<file path="src/rtl/temp_fmt_pkg.sv">
// Shared types and ASCII constants for the temperature-to-ASCII framing path.
// Holds the framer state encoding and the double-dabble step count.
package temp_fmt_pkg;

    typedef enum logic [1:0] {
        IDLE    = 2'd0,
        CONVERT = 2'd1,
        SEND    = 2'd2
    } state_t;

    localparam logic [7:0] ZERO  = 8'h30;
    localparam logic [7:0] SPACE = 8'h20;
    localparam logic [7:0] CR    = 8'h0D;
    localparam logic [7:0] LF    = 8'h0A;

    localparam int BCD_STEPS = 8;

endpackage

</file>
<file path="src/rtl/bin2bcd8.sv">
// Sequential double-dabble: converts an 8-bit binary value to three BCD digits,
// one shift-add-3 step per cycle, pulsing done on the cycle the digits are final.
module bin2bcd8
    import temp_fmt_pkg::*;
(
    input  logic       clk,
    input  logic       rst,
    input  logic       start,
    input  logic [7:0] bin,
    output logic       done,
    output logic [3:0] hundreds,
    output logic [3:0] tens,
    output logic [3:0] ones
);

    // {hundreds, tens, ones, binary}
    logic [19:0] sr;
    logic [2:0]  cnt;
    logic        running;

    function automatic logic [19:0] dabble_step(input logic [19:0] v);
        logic [19:0] a;
        a = v;
        for (int d = 0; d < 3; d++) begin
            if (a[8 + 4*d +: 4] >= 4'd5) begin
                a[8 + 4*d +: 4] = a[8 + 4*d +: 4] + 4'd3;
            end
        end
        return {a[18:0], 1'b0};
    endfunction

    always_ff @(posedge clk) begin
        if (rst) begin
            sr      <= '0;
            cnt     <= '0;
            running <= 1'b0;
            done    <= 1'b0;
        end else begin
            done <= 1'b0;
            if (start) begin
                sr      <= {12'h000, bin};
                cnt     <= '0;
                running <= 1'b1;
            end else if (running) begin
                sr  <= dabble_step(sr);
                cnt <= cnt + 3'd1;
                if (cnt == 3'(BCD_STEPS - 1)) begin
                    running <= 1'b0;
                    done    <= 1'b1;
                end
            end
        end
    end

    assign hundreds = sr[19:16];
    assign tens     = sr[15:12];
    assign ones     = sr[11:8];

endmodule

</file>
<file path="src/rtl/temp_ascii_framer.sv">
// Captures an 8-bit temperature, converts it to BCD and streams a fixed-width
// ASCII frame (digits, unit, optional CR LF) over a valid/ready byte handshake.
module temp_ascii_framer
    import temp_fmt_pkg::*;
#(
    parameter logic [7:0] UNIT_CHAR     = 8'h43,
    parameter int         SEND_CRLF     = 1,
    parameter int         ZERO_SUPPRESS = 0
) (
    input  logic       clk,
    input  logic       rst,
    input  logic [7:0] temperature,
    input  logic       data_valid,
    output logic [7:0] tx_data,
    output logic       tx_valid,
    input  logic       tx_ready,
    output logic       busy,
    output logic [7:0] drop_count
);

    localparam logic [2:0] LAST_IDX = (SEND_CRLF != 0) ? 3'd5 : 3'd3;

    state_t     state, state_nxt;
    logic [2:0] idx, idx_nxt;
    logic [7:0] tx_data_nxt;
    logic       tx_valid_nxt;
    logic [7:0] drop_nxt;

    logic       bcd_start;
    logic       bcd_done;
    logic [3:0] dig_h, dig_t, dig_o;

    assign bcd_start = (state == IDLE) && data_valid;
    assign busy      = (state != IDLE);

    bin2bcd8 u_bcd (
        .clk      (clk),
        .rst      (rst),
        .start    (bcd_start),
        .bin      (temperature),
        .done     (bcd_done),
        .hundreds (dig_h),
        .tens     (dig_t),
        .ones     (dig_o)
    );

    function automatic logic [7:0] frame_byte(input logic [2:0] i, input logic [3:0] h,
                                              input logic [3:0] t, input logic [3:0] o);
        logic [7:0] b;
        case (i)
            3'd0:    b = ((ZERO_SUPPRESS != 0) && h == 4'd0) ? SPACE : ZERO + {4'h0, h};
            3'd1:    b = ((ZERO_SUPPRESS != 0) && h == 4'd0 && t == 4'd0) ? SPACE : ZERO + {4'h0, t};
            3'd2:    b = ZERO + {4'h0, o};
            3'd3:    b = UNIT_CHAR;
            3'd4:    b = CR;
            3'd5:    b = LF;
            default: b = 8'h00;
        endcase
        return b;
    endfunction

    always_comb begin
        state_nxt    = state;
        idx_nxt      = idx;
        tx_valid_nxt = tx_valid;
        tx_data_nxt  = tx_data;
        drop_nxt     = drop_count;

        case (state)
            IDLE: begin
                if (data_valid) state_nxt = CONVERT;
            end
            CONVERT: begin
                if (bcd_done) begin
                    state_nxt    = SEND;
                    idx_nxt      = 3'd0;
                    tx_valid_nxt = 1'b1;
                    tx_data_nxt  = frame_byte(3'd0, dig_h, dig_t, dig_o);
                end
            end
            SEND: begin
                if (tx_ready) begin
                    if (idx == LAST_IDX) begin
                        state_nxt    = IDLE;
                        idx_nxt      = 3'd0;
                        tx_valid_nxt = 1'b0;
                        tx_data_nxt  = 8'h00;
                    end else begin
                        idx_nxt     = idx + 3'd1;
                        tx_data_nxt = frame_byte(idx + 3'd1, dig_h, dig_t, dig_o);
                    end
                end
            end
            default: state_nxt = IDLE;
        endcase

        // Samples arriving while a frame is in flight are counted, never queued.
        if (state != IDLE && data_valid && drop_count != 8'hFF) begin
            drop_nxt = drop_count + 8'd1;
        end
    end

    always_ff @(posedge clk) begin
        if (rst) begin
            state      <= IDLE;
            idx        <= '0;
            tx_valid   <= 1'b0;
            tx_data    <= 8'h00;
            drop_count <= 8'h00;
        end else begin
            state      <= state_nxt;
            idx        <= idx_nxt;
            tx_valid   <= tx_valid_nxt;
            tx_data    <= tx_data_nxt;
            drop_count <= drop_nxt;
        end
    end

endmodule
</file>
<file path="config.mk">
export PLATFORM = sky130hd
export DESIGN_NAME = temp_ascii_framer
export DESIGN_NICKNAME = d
export VERILOG_FILES = /design/src/rtl/temp_fmt_pkg.sv /design/src/rtl/bin2bcd8.sv /design/src/rtl/temp_ascii_framer.sv
export SDC_FILE = /design/constraint.sdc
export NUM_CORES = 1
export LEC_CHECK = 0
export ABC_AREA = 1
export ABC_CLOCK_PERIOD_IN_PS = 3000
export CAP_MARGIN = 5
export CORE_MARGIN = 1.5
export CORE_UTILIZATION = 25
export CTS_CLUSTER_SIZE = 14
export DETAILED_ROUTE_END_ITERATION = 7
export GPL_TIMING_DRIVEN = 0
export SYNTH_ARGS = -nofsm -noshare
export SYNTH_HDL_FRONTEND = slang
export SYNTH_HIERARCHICAL = 1
export SYNTH_SLANG_ARGS = --single-unit
export TNS_END_PERCENT = 10
</file>
<file path="constraint.sdc">
create_clock -name clk -period 3 [get_ports clk]
set_clock_uncertainty 0.05 [all_clocks]
set_input_delay 0.3 -clock clk [delete_from_list [all_inputs] [get_ports clk]]
set_output_delay 0.3 -clock clk [all_outputs]
set_load 0.01 [all_outputs]
</file>
==> results.sh <==
export IMPL_status="complete, no violations"
export IMPL_cp_data_required_time_ns=2.65
export IMPL_maxSlewViolCount=0
export IMPL_cp_max_fo=4
export IMPL_place_inst=532
export IMPL_detail_route_antenna_nets=0
export IMPL_rows=37
export IMPL_power_leakage_nw=1.331
export IMPL_tns_ns=0
export IMPL_cts_made_buffers=5
export IMPL_synthCells=368
export IMPL_cts_buffer_depth=2
export IMPL_antenna_found_initial=0
export IMPL_h_tree_depth=2
export IMPL_period_needed_ns=1.831
export IMPL_start_util_pct=25.61
export IMPL_coreArea_um2=10280
export IMPL_synth_async_reset_ratio_pct=0
export IMPL_tightest_slew_ns=0.5398
export IMPL_num_vias=2299
export IMPL_dpl_hpwl_um=4213
export IMPL_post_cts_buffers=0
export IMPL_cp_arrival_ns=1.48
export IMPL_cts_resized=0
export IMPL_nNetsFinal=424
export IMPL_grt_first_pass_wirelength_um=10010
export IMPL_grt_pass1_vias=2269
export IMPL_ys_seq_area_share_pct=34.22
export IMPL_endpoint_kind="output pin"
export IMPL_cts_tree="built"
export IMPL_dieArea_um2=11150
export IMPL_insertion_delay_ns=0.31
export IMPL_drt_pass1_iterations=4
export IMPL_placed_area_um2=3083
export IMPL_grt_usage_pct=10.93
export IMPL_setup_viol=0
export IMPL_synth_edf_count=0
export IMPL_wl_per_cell_um=10.44
export IMPL_clock_root_buffer="clkbuf_8"
export IMPL_drt_wl_total_um=5635
export IMPL_die_h_um=105.6
export IMPL_fin_cells=540
export IMPL_hold_viol_final=0
export IMPL_grt_max_degree=15
export IMPL_fmax_ghz=0.5461
export IMPL_avgViaCountPerCell=4.257
export IMPL_synth_nets=389
export IMPL_max_slew_margin_rel_pct=64.01
export IMPL_drive_above_1_share_pct=17.57
export IMPL_synth_area_um2=2633
export IMPL_ys_warn_count=6
export IMPL_grt_setup_unrepaired="no"
export IMPL_synthFlopType="dfxtp_1"
export IMPL_hp_class="reg -> reg"
export IMPL_holdBufCountCts=0
export IMPL_overflow=0
export IMPL_die_w_um=105.6
export IMPL_synth_seq_cells=45
export IMPL_io_pins=30
export IMPL_period_share_pct=61.03
export IMPL_syn_area_per_cell_um2=7.154
export IMPL_pre_cts_ws_ns=1.149
export IMPL_port_buffers=28
export IMPL_cts_sinks=45
export IMPL_cp_start_kind="flip-flop"
export IMPL_drc=0
export IMPL_cap_violations=0
export IMPL_drt_iter0_drc=104
export IMPL_worstSetupPathType="reg -> out"
export IMPL_clk_pin_slew_worst_paths_ns=0.09
export IMPL_areaGrowthSynthToFinish_pct=21.34
export IMPL_powerDensity_nw_per_um2=506.8
export IMPL_setup_ws_ns=1.169
export IMPL_final_area_um2=3194
export IMPL_ir_drop_mv=0.2630
export IMPL_hold_ws_ns=0.4164
export IMPL_n_antenna_cell=0
export IMPL_ys_types=39
export IMPL_gp_congestion=0.7827
[worst paths after layout]
check,slack (ns),from,endpoint,cells past startpoint
worst max-delay path,1.17,state[1],busy,3
worst min-delay path,0.42,tx_data[6],tx_data[6],2
worst max register to register,1.36,state[1],u_bcd/sr[6],7
worst min register to register,0.42,tx_data[6],tx_data[6],2
[stage by stage]
| stage | utilization, % | power (W) |
|---|---|---|
| after floorplan | - | 0.001047 |
| after global placement | 30.00 | 0.001159 |
| after detailed placement | 30.00 | 0.001168 |
| after CTS | 31.08 | 0.001640 |
| after global routing | 31.08 | 0.001722 |
| final | 31.08 | 0.001619 |
[metal layers]
| layer | up-vias | GRT usage [%] | wire length [um] | part of all wire [%] |
|---|---|---|---|---|
| li1 | 1234 | - | - | - |
| met1 | 1038 | 13.45 | 2712 | 48 |
| met2 | 20 | 18.58 | 2690 | 48 |
| met3 | 7 | 2.597 | 148 | 2.6 |
| met4 | 0 | 3.861 | 84 | 1.5 |
| met5 | - | 0 | 0 | 0 |
[cell families (layout without fill, tap and decap cells)]
group / after synthesis / in the layout / share of synthesized area (%)
DFF: 45 / 45 / 34.22
xor gates and xnor gates: 3 / 3 / 0.9983
AOI/OAI and AO/OA: 62 / 62 / 13.88
buffers and inverters: 80 / 116 / 15.54
adders and majority gates: 9 / 9 / 4.278
other: 1 / 1 / 0.1424
and+or+nand+nor: 168 / 168 / 30.94
[critical path, cell delays in order (launching register included)]
cell,delay (ns)
dfxtp_1,0.45
nor2_2,0.10
inv_1,0.09
clkdlybuf4s50_1,0.54
[power breakdown]
group / switching, W / total, W / internal, W / leakage (nW)
Sequential: 0.0000485 / 0.000704 / 0.000655 / 0.367
Combinational: 0.000262 / 0.000448 / 0.000186 / 0.909
Clock: 0.000217 / 0.000467 / 0.000250 / 0.0554
Total: 0.000527 / 0.00162 / 0.00109 / 1.33
[sequential cells by signal, summed over array words and instances (netlist names)]
signal and count:
state 2, idx 3, tx_valid 1, u_bcd/sr 20, u_bcd/cnt 3, tx_data 6, u_bcd/done 1, u_bcd/running 1
drop_count 8
[cells in the mapped netlist (3+ instances only)]
cell type,n,area share [%]
buf_4,17,4.8
nor2_1,28,4.0
o21ai_0,15,2.9
nand3_1,29,5.5
o21ai_2,3,1.0
nand2_2,5,1.2
inv_1,45,6.4
inv_2,10,1.4
ha_1,9,4.3
o221ai_1,3,1.0
nor3_1,7,1.3
nand2_1,76,11
nor2_2,6,1.4
buf_6,3,1.3
nor2_4,3,1.3
a21oi_1,34,6.5
nand3_2,3,1.1
dfxtp_1,45,34
[layout make-up]
type,instances,area [um^2]
Timing Repair Buffer,28,280.3
Tap cell,136,170.2
Multi-Input combinational cell,243,1323
Clock buffer,6,72.57
Inverter,57,224.0
Sequential cell,45,900.9
Clock inverter,2,38.79
Fill cell,1123,7083
Buffer,23,185.2
[cells in the final DEF (no fill, tap or decap), drive strengths merged]
cell,n
nand2,83
inv,57
dfxtp,45
nor2,38
a21oi,35
nand3,33
clkdlybuf4s50,28
buf,22
o21ai,20
ha,9
nor3,8
clkbuf,7
o221ai,4
xor2,2
nand4,2
a211oi,2
or2,1
nor3b,1
nand3b,1
o2111ai,1
conb,1
clkinv,1
bufinv,1
and3,1
xnor2,1
(Power assumes the default switching activity.)
